$ cat src/rtl/vga_pkg.sv
// vga_pkg: shared definitions for the VGA capture path.
//   - default 640x480@60 timing constants (overridable per instance)
//   - lock FSM state encoding
//   - coordinate width, shared with the driver's address ports
//   - saturating counter increment helper
package vga_pkg;

    localparam int COORD_W = 12;

    localparam int H_SYNC_DEF   = 96;
    localparam int H_BACK_DEF   = 48;
    localparam int H_ACTIVE_DEF = 640;
    localparam int H_TOTAL_DEF  = 800;
    localparam int V_SYNC_DEF   = 2;
    localparam int V_BACK_DEF   = 33;
    localparam int V_ACTIVE_DEF = 480;
    localparam int V_TOTAL_DEF  = 525;
    localparam bit SYNC_POL_DEF = 1'b0;

    typedef enum logic [1:0] {
        SEARCH  = 2'd0,
        MEASURE = 2'd1,
        LOCKED  = 2'd2
    } lock_state_e;

    // Counters stick at all-ones rather than wrapping, so a missing sync
    // can never alias back into a plausible coordinate.
    function automatic logic [COORD_W-1:0] sat_inc(input logic [COORD_W-1:0] v);
        return (v == {COORD_W{1'b1}}) ? v : v + COORD_W'(1);
    endfunction

endpackage

$ cat src/rtl/vga_capture_sync_edge_det.sv
// sync_edge_det: two-stage sync register with polarity normalisation and
// leading-edge detection.
//   clk_i   pixel clock
//   rst_i   synchronous reset, active-high
//   sync_i  raw sync pin (active level set by SYNC_POL)
//   edge_o  one-cycle pulse while the newest sample is the first active one
module sync_edge_det
    import vga_pkg::*;
#(
    parameter bit SYNC_POL = SYNC_POL_DEF
) (
    input  logic clk_i,
    input  logic rst_i,
    input  logic sync_i,
    output logic edge_o
);

    logic s1_d;
    logic s1_q;
    logic s2_q;

    // Normalise to active-high so everything downstream is polarity-free.
    assign s1_d = SYNC_POL ? sync_i : ~sync_i;

    always_ff @(posedge clk_i) begin
        if (rst_i) begin
            s1_q <= 1'b0;
            s2_q <= 1'b0;
        end else begin
            s1_q <= s1_d;
            s2_q <= s1_q;
        end
    end

    assign edge_o = s1_q & ~s2_q;

endmodule

$ cat src/rtl/vga_capture.sv
// vga_capture: receive side of the VGA link. Recovers pixel coordinates and
// data from an h_sync/v_sync/rgb stream, checks its timing against the
// configured mode and only emits pixels once the timing is locked.
//   clk_i, rst_i               pixel clock, synchronous active-high reset
//   h_sync_i, v_sync_i         sync pins (active level = SYNC_POL)
//   rgb_r_i/rgb_g_i/rgb_b_i    pixel colour, one pixel per clock
//   pix_valid_o                active, locked pixel on pix_* this cycle
//   pix_x_o, pix_y_o           pixel coordinates (hold while not valid)
//   pix_data_o                 {r,g,b}
//   frame_start_o              pulse with pixel (0,0)
//   locked_o                   incoming timing matches the mode
//   timing_err_o               pulse when lock is lost
// Pins reach pix_* three cycles later: s1 register, counters, output register.
module vga_capture
    import vga_pkg::*;
#(
    parameter int H_SYNC   = H_SYNC_DEF,
    parameter int H_BACK   = H_BACK_DEF,
    parameter int H_ACTIVE = H_ACTIVE_DEF,
    parameter int H_TOTAL  = H_TOTAL_DEF,
    parameter int V_SYNC   = V_SYNC_DEF,
    parameter int V_BACK   = V_BACK_DEF,
    parameter int V_ACTIVE = V_ACTIVE_DEF,
    parameter int V_TOTAL  = V_TOTAL_DEF,
    parameter bit SYNC_POL = SYNC_POL_DEF
) (
    input  logic               clk_i,
    input  logic               rst_i,
    input  logic               h_sync_i,
    input  logic               v_sync_i,
    input  logic [7:0]         rgb_r_i,
    input  logic [7:0]         rgb_g_i,
    input  logic [7:0]         rgb_b_i,
    output logic               pix_valid_o,
    output logic [COORD_W-1:0] pix_x_o,
    output logic [COORD_W-1:0] pix_y_o,
    output logic [23:0]        pix_data_o,
    output logic               frame_start_o,
    output logic               locked_o,
    output logic               timing_err_o
);

    localparam logic [COORD_W-1:0] H_START   = COORD_W'(H_SYNC + H_BACK);
    localparam logic [COORD_W-1:0] H_END     = COORD_W'(H_SYNC + H_BACK + H_ACTIVE);
    localparam logic [COORD_W-1:0] V_START   = COORD_W'(V_SYNC + V_BACK);
    localparam logic [COORD_W-1:0] V_END     = COORD_W'(V_SYNC + V_BACK + V_ACTIVE);
    localparam logic [COORD_W:0]   LINE_OK   = (COORD_W+1)'(H_TOTAL);
    localparam logic [COORD_W:0]   FRAME_OK  = (COORD_W+1)'(V_TOTAL);
    // p reaching 2*H_TOTAL without an edge means the sync has gone away.
    localparam logic [COORD_W-1:0] TIMEOUT_P = COORD_W'(2 * H_TOTAL - 1);

    // ---------------- input pipe ----------------
    logic        hs_edge;
    logic        vs_edge;
    logic [23:0] rgb_s1_q;
    logic [23:0] rgb_s2_q;

    sync_edge_det #(.SYNC_POL(SYNC_POL)) u_hs_det (
        .clk_i  (clk_i),
        .rst_i  (rst_i),
        .sync_i (h_sync_i),
        .edge_o (hs_edge)
    );

    sync_edge_det #(.SYNC_POL(SYNC_POL)) u_vs_det (
        .clk_i  (clk_i),
        .rst_i  (rst_i),
        .sync_i (v_sync_i),
        .edge_o (vs_edge)
    );

    // ---------------- position counters ----------------
    logic [COORD_W-1:0] p_q, p_d;
    logic [COORD_W-1:0] l_q, l_d;
    logic               pend_q, pend_d;
    logic [COORD_W:0]   line_len;
    logic [COORD_W:0]   frame_lines;
    logic               fs_evt;
    logic               line_ok;
    logic               frame_ok;
    logic               timeout;

    // Lengths are taken from the counters before they restart, i.e. of the
    // line/frame that this edge just finished.
    assign line_len    = {1'b0, p_q} + (COORD_W+1)'(1);
    assign frame_lines = {1'b0, l_q} + (COORD_W+1)'(1);
    assign line_ok     = (line_len == LINE_OK);
    assign frame_ok    = (frame_lines == FRAME_OK);
    // A vsync edge arms frame start; the hsync edge that follows (or the
    // coincident one) is line 0.
    assign fs_evt      = hs_edge & (pend_q | vs_edge);
    assign timeout     = ~hs_edge & (p_q == TIMEOUT_P);

    always_comb begin
        p_d    = hs_edge ? '0 : sat_inc(p_q);
        l_d    = l_q;
        pend_d = pend_q | vs_edge;
        if (hs_edge) begin
            if (fs_evt) begin
                l_d    = '0;
                pend_d = 1'b0;
            end else begin
                l_d = sat_inc(l_q);
            end
        end
    end

    // ---------------- lock FSM ----------------
    lock_state_e state_q, state_d;
    logic        mism_q, mism_d;
    logic        skip_q, skip_d;
    logic        line_bad_m;

    // The line ending at the first edge after entering MEASURE is not judged.
    assign line_bad_m = hs_edge & ~line_ok & ~skip_q;

    always_comb begin
        state_d = state_q;
        mism_d  = mism_q;
        skip_d  = skip_q;
        if (hs_edge) skip_d = 1'b0;
        case (state_q)
            SEARCH: begin
                if (fs_evt) begin
                    state_d = MEASURE;
                    mism_d  = 1'b0;
                    skip_d  = 1'b1;
                end
            end
            MEASURE: begin
                if (timeout) begin
                    state_d = SEARCH;
                end else begin
                    if (line_bad_m) mism_d = 1'b1;
                    if (fs_evt) begin
                        if (!mism_q && !line_bad_m && frame_ok) state_d = LOCKED;
                        mism_d = 1'b0;
                    end
                end
            end
            LOCKED: begin
                if (timeout || (hs_edge && !line_ok) || (fs_evt && !frame_ok))
                    state_d = SEARCH;
            end
            default: state_d = SEARCH;
        endcase
    end

    // ---------------- output stage ----------------
    logic               active;
    logic               act_lock;
    logic [COORD_W-1:0] x_cur;
    logic [COORD_W-1:0] y_cur;
    logic [COORD_W-1:0] pix_x_q, pix_x_d;
    logic [COORD_W-1:0] pix_y_q, pix_y_d;
    logic [23:0]        pix_data_q, pix_data_d;
    logic               pix_valid_q;
    logic               frame_start_q;
    logic               locked_q;
    logic               timing_err_q;

    assign active   = (p_q >= H_START) && (p_q < H_END) &&
                      (l_q >= V_START) && (l_q < V_END);
    assign act_lock = active && (state_q == LOCKED);
    assign x_cur    = p_q - H_START;
    assign y_cur    = l_q - V_START;

    always_comb begin
        pix_x_d    = pix_x_q;
        pix_y_d    = pix_y_q;
        pix_data_d = pix_data_q;
        if (act_lock) begin
            pix_x_d    = x_cur;
            pix_y_d    = y_cur;
            pix_data_d = rgb_s2_q;
        end
    end

    always_ff @(posedge clk_i) begin
        if (rst_i) begin
            rgb_s1_q      <= '0;
            rgb_s2_q      <= '0;
            p_q           <= '0;
            l_q           <= '0;
            pend_q        <= 1'b0;
            state_q       <= SEARCH;
            mism_q        <= 1'b0;
            skip_q        <= 1'b0;
            pix_valid_q   <= 1'b0;
            pix_x_q       <= '0;
            pix_y_q       <= '0;
            pix_data_q    <= '0;
            frame_start_q <= 1'b0;
            locked_q      <= 1'b0;
            timing_err_q  <= 1'b0;
        end else begin
            rgb_s1_q      <= {rgb_r_i, rgb_g_i, rgb_b_i};
            rgb_s2_q      <= rgb_s1_q;
            p_q           <= p_d;
            l_q           <= l_d;
            pend_q        <= pend_d;
            state_q       <= state_d;
            mism_q        <= mism_d;
            skip_q        <= skip_d;
            pix_valid_q   <= act_lock;
            pix_x_q       <= pix_x_d;
            pix_y_q       <= pix_y_d;
            pix_data_q    <= pix_data_d;
            frame_start_q <= act_lock && (x_cur == '0) && (y_cur == '0);
            locked_q      <= (state_d == LOCKED);
            timing_err_q  <= (state_q == LOCKED) && (state_d != LOCKED);
        end
    end

    assign pix_valid_o   = pix_valid_q;
    assign pix_x_o       = pix_x_q;
    assign pix_y_o       = pix_y_q;
    assign pix_data_o    = pix_data_q;
    assign frame_start_o = frame_start_q;
    assign locked_o      = locked_q;
    assign timing_err_o  = timing_err_q;

endmodule
$ cat config.mk
export PLATFORM = sky130hd
export DESIGN_NAME = vga_capture
export DESIGN_NICKNAME = d
export VERILOG_FILES = /design/src/rtl/vga_pkg.sv /design/src/rtl/vga_capture_sync_edge_det.sv /design/src/rtl/vga_capture.sv
export SDC_FILE = /design/constraint.sdc
export NUM_CORES = 1
export LEC_CHECK = 0
export ABC_AREA = 1
export ABC_CLOCK_PERIOD_IN_PS = 1600
export CORE_UTILIZATION = 45
export DETAILED_ROUTE_END_ITERATION = 6
export DONT_BUFFER_PORTS = 1
export HOLD_SLACK_MARGIN = 0.02
export PLACE_DENSITY = 0.69
export SETUP_SLACK_MARGIN = 0.5
export SLEW_MARGIN = 20
export SYNTH_ARGS = -nofsm -noshare
export SYNTH_HDL_FRONTEND = slang
export SYNTH_SLANG_ARGS = --single-unit
$ cat constraint.sdc
create_clock -name clk_i -period 1.6 [get_ports clk_i]
set_input_delay 0.16 -clock clk_i [delete_from_list [all_inputs] [get_ports clk_i]]
set_output_delay 0.16 -clock clk_i [all_outputs]
set_load 0.02 [all_outputs]
==> Word-level counts from Yosys, hierarchy flattened <==
Cells that the tools add are included.
{ "word_totals": {"regBits": 133, "input_bits": 28, "output_inout_bits": 52, "elab_cells": 98} }
{ "op_classes": {"addsub": 6, "order_cmp": 4, "n_eq_ne": 13, "n_mux": 18, "bitwise_logic": 14, "n_reduce_logical": 24} }
{ "ops": {"columns": ["op", "n"], "rows": [
  ["adder 12 x 1 -> 13 bit, second input constant", 2],
  ["equality test 13 x 10 -> 1 bit, second input constant", 2],
  ["adder 12 x 1 -> 12 bit, second input constant", 2],
  ["equality test 12 bit, second input constant", 2],
  ["logical NOT 12 bit", 2],
  ["less-than comparator 12 x 10 -> 1 bit, second input constant", 2],
  ["two-way mux 12 bit", 2],
  ["equality test 12 x 11 -> 1 bit, second input constant", 1],
  ["greater-or-equal comparator 12 x 6 -> 1 bit, second input constant", 1],
  ["greater-or-equal comparator 12 x 8 -> 1 bit, second input constant", 1],
  ["subtractor 12 x 6 -> 12 bit, second input constant", 1],
  ["subtractor 12 x 8 -> 12 bit, second input constant", 1],
  ["logical AND 1 bit", 11],
  ["two-way mux 2 bit", 5],
  ["two-way mux 1 bit", 9],
  ["!= test 2 bit, second input constant", 4],
  ["inverter 1 bit", 7],
  ["bitwise AND 1 bit", 6],
  ["case mux 2 bit (3 select lines)", 1],
  ["equality test 2 bit, second input constant", 2],
  ["logical NOT 1 bit", 4],
  ["AND reduction 4 bit", 1],
  ["!= test 3 bit, second input constant", 1],
  ["equality test 2 x 1 -> 1 bit, second input constant", 1],
  ["7 further kinds", 8]
]} }

==> Depth between registers and ports, before layout <==
{ "logic_depth": {"word_depth": 14, "depth_mapped": 14, "depth_no_buf": 14} }

==> Modules after synthesis <==
Synthesis repeated with hierarchy kept, for this count alone.
{ "unflattened": {"cells_unflattened": 719, "area_unflattened_um2": 5427.7} }
{ "by_module_without_submodules": {"columns": ["module", "n_inst", "cells_each", "area_each_um2", "seq_area_each_um2"], "rows": [
  ["vga_capture", 1, 707, 5317.6, 2582.5],
  ["sync_edge_det", 2, 6, 55.1, 40.0]
]} }

==> Worst setup path after synthesis <==
No wires, ideal clock.
{ "synth_path": {"kind": "flip-flop to flip-flop", "start": "register p_q[4]", "end": "register pix_y_q[8], in the netlist pix_y_o[8]", "setup_ns": 0.119, "t_arrival_ns": 1.624, "required_time_ns": 1.481, "slack_ns": -0.143, "path_stages_with_launch": 12, "path_buffers": 1, "synth_period_minus_slack_ns": 1.743, "path_cell_list": "dfxtp_1 -> inv_1 -> ha_1 -> nand2_2 -> a21oi_1 -> nand2_1 -> a21oi_1 -> nor3_2 -> nand2_4 -> buf_2 -> a211oi_1 -> nor2_1"} }
{ "synth_via": {"elab_chain_cells": 5, "elab_cells_between_ends": 6, "cone_classes": "order compare: 2; reduce/logical: 4"} }
{ "synth_lines": {"columns": ["item", "line_no", "text"], "rows": [
  ["from (decl)", "vga_capture.sv:73", "logic [COORD_W-1:0] p_q, p_d;"],
  ["from (signal assigned)", "vga_capture.sv:199", "p_q <= p_d;"],
  ["greater-or-equal comparator 12 x 8 -> 1 bit / less-than comparator 12 x 10 -> 1 bit (equally long branches)", "vga_capture.sv:162", "assign active = (p_q >= H_START) && (p_q < H_END) &&"],
  ["logical AND 1 bit (*) (2 in a row)", "vga_capture.sv:162", null],
  ["logical AND 1 bit (*)", "vga_capture.sv:163", "(l_q >= V_START) && (l_q < V_END);"],
  ["logical AND 1 bit (*)", "vga_capture.sv:164", "assign act_lock = active && (state_q == LOCKED);"],
  ["to (signal assigned)", "vga_capture.sv:207", "pix_y_q <= pix_y_d;"],
  ["to (decl)", "vga_capture.sv:155", "logic [COORD_W-1:0] pix_y_q, pix_y_d;"]
]} }
Mark *: on every way between the ends. The rest lies on a longest branch, timed or not.
A chain may end at the register's enable or synchronous reset.

==> Worst setup path after layout <==
{ "layout_path": {"start": "register l_q[0]", "end": "register pix_data_q[13], in the netlist pix_data_o[13]"} }
{ "layout_via": {"elab_chain_cells": 4, "elab_cells_between_ends": 5, "cone_classes": "order compare: 2; reduce/logical: 3"} }
{ "layout_lines": {"columns": ["item", "line_no", "text"], "rows": [
  ["from (decl)", "vga_capture.sv:74", "logic [COORD_W-1:0] l_q, l_d;"],
  ["from (signal assigned)", "vga_capture.sv:200", "l_q <= l_d;"],
  ["greater-or-equal comparator 12 x 6 -> 1 bit", "vga_capture.sv:163", null],
  ["logical AND 1 bit", "vga_capture.sv:162", null],
  ["logical AND 1 bit (*)", "vga_capture.sv:163", null],
  ["logical AND 1 bit (*)", "vga_capture.sv:164", null],
  ["to (signal assigned)", "vga_capture.sv:208", "pix_data_q <= pix_data_d;"],
  ["to (decl)", "vga_capture.sv:156", "logic [23:0] pix_data_q, pix_data_d;"]
]} }
Marks and branches as above.

==> results by stage <==
Detailed routing:
- In this run the remaining antenna-violating nets after routing total 0.
- Summed over all nets, wire length on met2 after detailed routing comes to 8.27 mm.
- The highest metal layer carrying signal wires in the routed design is met4.
- The detailed-route vias per instance is 5.25.
- The routed length on met3 is 978 um.
- The first-pass iteration count of the detailed router is 7.
- The average wire length per cell after detail routing is 15.9 um.
- In the routed design, unresolved DRC markers number 10.
- The routed layout has 5334 vias.
- The detailed router put a total of 6.25 mm of wire on met1.
- The first routing iteration left 563 violations.
- After detailed routing, the total wire length is 16.1 mm.

Global route:
- Entering global routing, the biggest net connects 52 pins.
- The number of antenna violations at the first check in global routing was 0.
- For this run, the total global-route usage over all layers was measured as 23.6%.
- The first global-routing pass estimated 23.1 mm of wire.
- The number of global-route vias before repair is 4961.
- The total overflow left after global routing is 0.

Synth:
- The flop and latch count out of synthesis is 133.
- The netlist uses 35 different library cells.
- The count of warnings emitted by yosys is 0.
- Ranked by total cell area, the synthesized netlist is headed by sky130_fd_sc_hd__dfxtp_1 50%, sky130_fd_sc_hd__nor2_1 10%, sky130_fd_sc_hd__nand2_1 7.5%, sky130_fd_sc_hd__inv_1 7.0%, sky130_fd_sc_hd__o21ai_0 4.0%.
- The post-synth net total is 753.
- The top cell type by area accounts for 49.6% of the synthesized area.
- The biggest area consumer among synthesized cells is sky130_fd_sc_hd__dfxtp_1.
- The mapped netlist covers 0.00537 mm2.
- Counting every instance in the synthesized netlist gives 717.
- The post-synthesis area per instance is 7.49 um2.
- The register area share after synthesis is 49.6%.

STA:
- For the final routed database, the setup TNS stands at -15.81 ns.
- The slew at the pin closest to its max-slew limit is 0.515 ns.
- Setup repair after global routing could not meet its margin everywhere.
- The count of final hold-check violations came to 0.
- The ratio of final minimum period to clock period is 126%.
- Hold timing on the final database bottoms out at a slack of 0.0730 ns.
- The worst pin sits at a relative slew slack of 65.6%.
- The setup slack after layout is -0.409 ns.
- Across the routed clock network, the largest skew measured is 0.0105 ns.
- Setup violations remaining at the end of the flow were counted as 71.
- The max-slew violation count is 0.
- The highest achievable clock rate is 498 MHz.
- Counting I/O delays and the setup requirement, the final critical path takes 2.01 ns.

Clock network:
- The insertion delay of the later-clocked pin in the worst-skew pair is 0.42 ns.
- The clock tree root driver cell is sky130_fd_sc_hd__clkbuf_16.
- The clock tree buffer depth is 2.
- TritonCTS built the clock tree.
- The number of clock sinks seen by CTS is 133.
- In this run the number of H-tree levels came out at 4.
- The total CTS buffers is 17.
- After clock tree synthesis, the clock-pin slew on the worst setup and hold paths is 0.06 ns.

Setup path:
- The type of destination of the critical path is a register.
- In this run the worst path has a maximum fanout of 17.
- The data arrival time of the critical path is 2.31 ns.
- The first element of the critical path is l_q[0]$_SDFFE_PP0P_.
- In this run the worst setup path terminates at pix_data_o[13]$_SDFFE_PP0P_.
- At the worst endpoint, the required time is 1.90 ns.
- The worst flop-to-flop path startpoint is l_q[0]$_SDFFE_PP0P_.
- The kind of critical path is register to register.
- The type of origin of the critical path is a register.
- The worst reg-to-reg setup slack is -0.41 ns.
- The worst register-to-register path has a depth of 10.
- In this run the critical register-to-register path is captured at pix_data_o[13]$_SDFFE_PP0P_.

Cells and area:
- The number of antenna diodes in the final layout is 0.
- The number of non-filler instances in the completed layout is 1016.
- The finished cells cover 0.00804 mm2.
- The final core utilization is 69.8%.
- From synthesis to final layout, the design area changed by 49.8%.
- The fraction of final layout cells sized beyond drive strength 1 is 34.2%.
- At the end of the flow, the number of nets in the layout was 896.

Power and ir drop:
- For this design the ratio of total power to cell area is 955 mW/mm2.
- Cell internal power was estimated by the tool at 5.79 mW.
- The overall power of the completed layout is 7.68 mW.
- The net switching share of the total power is 24.6%.
- The share of total power dissipated in the clock network is 50.4%.
- The share of power burned in combinational logic is 5.2%.
- Sequential cells account for 44.4% of the total power.
- IR analysis of the VDD net gives a maximum drop of 751 uV.
- The static leakage is 3.69 nW.
- In this run the power spent charging and discharging nets is 1.89 mW.

Die:
- The horizontal extent of the die is 111 um.
- The area enclosed by the die boundary is 0.0124 mm2.
- The area of the core is 0.0115 mm2.
- The boundary pin count is 80.
- The number of cell rows is 39.
- The vertical extent of the die is 111 um.
- The initial cell density of the core is 46.6%.

Outcome:
- The final reports fail on design-rule violations, negative setup slack.
- The run finished, with violations left.

Worst hold path:
- The worst hold path was traced through 2 stages.
- The worst min-delay path category is input port to register.

Run:
- The tool flagged a number of max-cap violations equal to 0.

Placement:
- Summed over all nets, the half-perimeter wirelength after detailed placement is 8.89 mm.
- The placement-stage worst setup slack is -0.265 ns.
- The placer's final routability congestion estimate is 0.891.
- Counting tap cells, the placed design contains a total of 916 instances.
- Summing all placed instances gives a cell area of 0.00621 mm2.
- The number of buffers added on ports is 0.
power by group through the flow:
stage / clock, mW / sequential, mW / combinational, mW
CTS: 3.89 / 3.41 / 0.356
floorplan: 0 / 3.48 / 0.172
global placement: 0 / 3.48 / 0.221
global route: 4.06 / 3.42 / 0.438
finish: 3.87 / 3.41 / 0.402
detailed placement: 0 / 3.48 / 0.229
flip-flops by register name, indices dropped and copies added (netlist names):
signal / count
u_hs_det.s2_q: 1
pix_x_o: 12
u_vs_det.s1_q: 1
u_vs_det.s2_q: 1
rgb_s2_q: 24
state_q: 2
l_q: 12
locked_o: 1
pix_valid_o: 1
pend_q: 1
u_hs_det.s1_q: 1
timing_err_o: 1
pix_data_o: 24
skip_q: 1
frame_start_o: 1
mism_q: 1
pix_y_o: 12
p_q: 12
rgb_s1_q: 24
worst min-delay path by stage:
stage / startpoint / end
global placement: v_sync_i / u_vs_det.s1_q$_SDFF_PP0_
global route: rst_i / rgb_s2_q[16]$_SDFF_PP0_
floorplan: h_sync_i / u_hs_det.s1_q$_SDFF_PP0_
detailed placement: v_sync_i / u_vs_det.s1_q$_SDFF_PP0_
finish: rst_i / rgb_s2_q[16]$_SDFF_PP0_
CTS: rst_i / pix_x_o[1]$_SDFFE_PP0P_
what timing repair did:
| action | in CTS | in global routing |
|---|---|---|
| hold endpoints to repair | 68 | 1 |
| resized for setup | 64 | 103 |
| pin swaps | 17 | 40 |
| cloned | 2 | 1 |
| endpoints found under the setup margin | 82 | 86 |
| hold buffers | 43 | 1 |
| buffers inserted | 9 | 13 |
worst max-delay path: stages, from the launching register on:
cell,delay (ns)
sky130_fd_sc_hd__dfxtp_4,0.36
sky130_fd_sc_hd__ha_4,0.17
sky130_fd_sc_hd__inv_2,0.05
sky130_fd_sc_hd__nand4_1,0.19
sky130_fd_sc_hd__o211ai_1,0.26
sky130_fd_sc_hd__nand2_1,0.09
sky130_fd_sc_hd__inv_2,0.09
sky130_fd_sc_hd__nand2_4,0.11
sky130_fd_sc_hd__buf_12,0.19
sky130_fd_sc_hd__o21ai_0,0.28
sky130_fd_sc_hd__nor2_1,0.10
kinds of logic (layout without fill, tap and decap cells):
kind of cell,Yosys count,count (layout),share of synthesized area (%)
buffers and inverters,134,290,10.4
DFF,133,133,49.6
adders and majority gates,8,8,1.86
and+or+nand+nor,323,323,26.0
AOI/OAI and AO/OA,108,108,10.3
xor gates and xnor gates,11,11,1.80
final cells by class:
type | instances | area (um2)
Fill cell | 778 | 3480
Multi-Input combinational cell | 450 | 2730
Sequential cell | 133 | 2690
Timing Repair Buffer | 154 | 1440
Clock buffer | 17 | 425
Inverter | 104 | 412
Tap cell | 143 | 179
Clock inverter | 15 | 163
Yosys cell counts:
library cell / n
sky130_fd_sc_hd__o21ai_1: 18
sky130_fd_sc_hd__a211oi_1: 2
sky130_fd_sc_hd__ha_1: 8
sky130_fd_sc_hd__nand3_2: 1
sky130_fd_sc_hd__o21bai_1: 1
sky130_fd_sc_hd__nand3_1: 34
sky130_fd_sc_hd__nor3_1: 8
sky130_fd_sc_hd__nor4_4: 1
sky130_fd_sc_hd__nor2_1: 145
sky130_fd_sc_hd__a21oi_1: 39
sky130_fd_sc_hd__nor3b_1: 1
sky130_fd_sc_hd__a31oi_1: 3
sky130_fd_sc_hd__o21ai_0: 43
sky130_fd_sc_hd__nand2_1: 107
sky130_fd_sc_hd__nand4_1: 13
sky130_fd_sc_hd__nand2_2: 2
sky130_fd_sc_hd__buf_6: 3
sky130_fd_sc_hd__buf_1: 3
sky130_fd_sc_hd__xor2_1: 9
sky130_fd_sc_hd__clkbuf_1: 10
sky130_fd_sc_hd__nor2_4: 5
sky130_fd_sc_hd__buf_4: 5
sky130_fd_sc_hd__or2_2: 1
sky130_fd_sc_hd__dfxtp_1: 133
sky130_fd_sc_hd__inv_1: 100
sky130_fd_sc_hd__and3_1: 1
sky130_fd_sc_hd__o211ai_1: 1
sky130_fd_sc_hd__nor3_2: 2
sky130_fd_sc_hd__inv_2: 3
sky130_fd_sc_hd__nand2_4: 1
sky130_fd_sc_hd__o22ai_1: 1
sky130_fd_sc_hd__inv_4: 1
sky130_fd_sc_hd__buf_2: 9
sky130_fd_sc_hd__nor4_1: 1
sky130_fd_sc_hd__xnor2_1: 2
cell usage in the layout, fill, tap and decap left out, drive strengths merged:
master and count:
clkbuf 18, and3 1, a31oi 3, a21oi 39
xnor2 2, bufinv 1, dfxtp 133, o22ai 1
o21bai 1, dlygate4sd3 40, xor2 9, nand2 110
ha 8, nor3 10, nand4 13, a211oi 2
inv 112, nor3b 1, dlymetal6s4s 2, clkinv 4
nand3 35, clkinvlp 2, nor2 150, o21ai 61
or2 1, o211ai 1, buf 111, nor4 2
metal layers:
layer  up-vias  GRT usage [%]
met2       240           41.6
met5         -              0
met1      2497           26.1
li1       2538              -
met3        59           5.90
met4         0           12.2
Power figures use the tool's default switching activity.
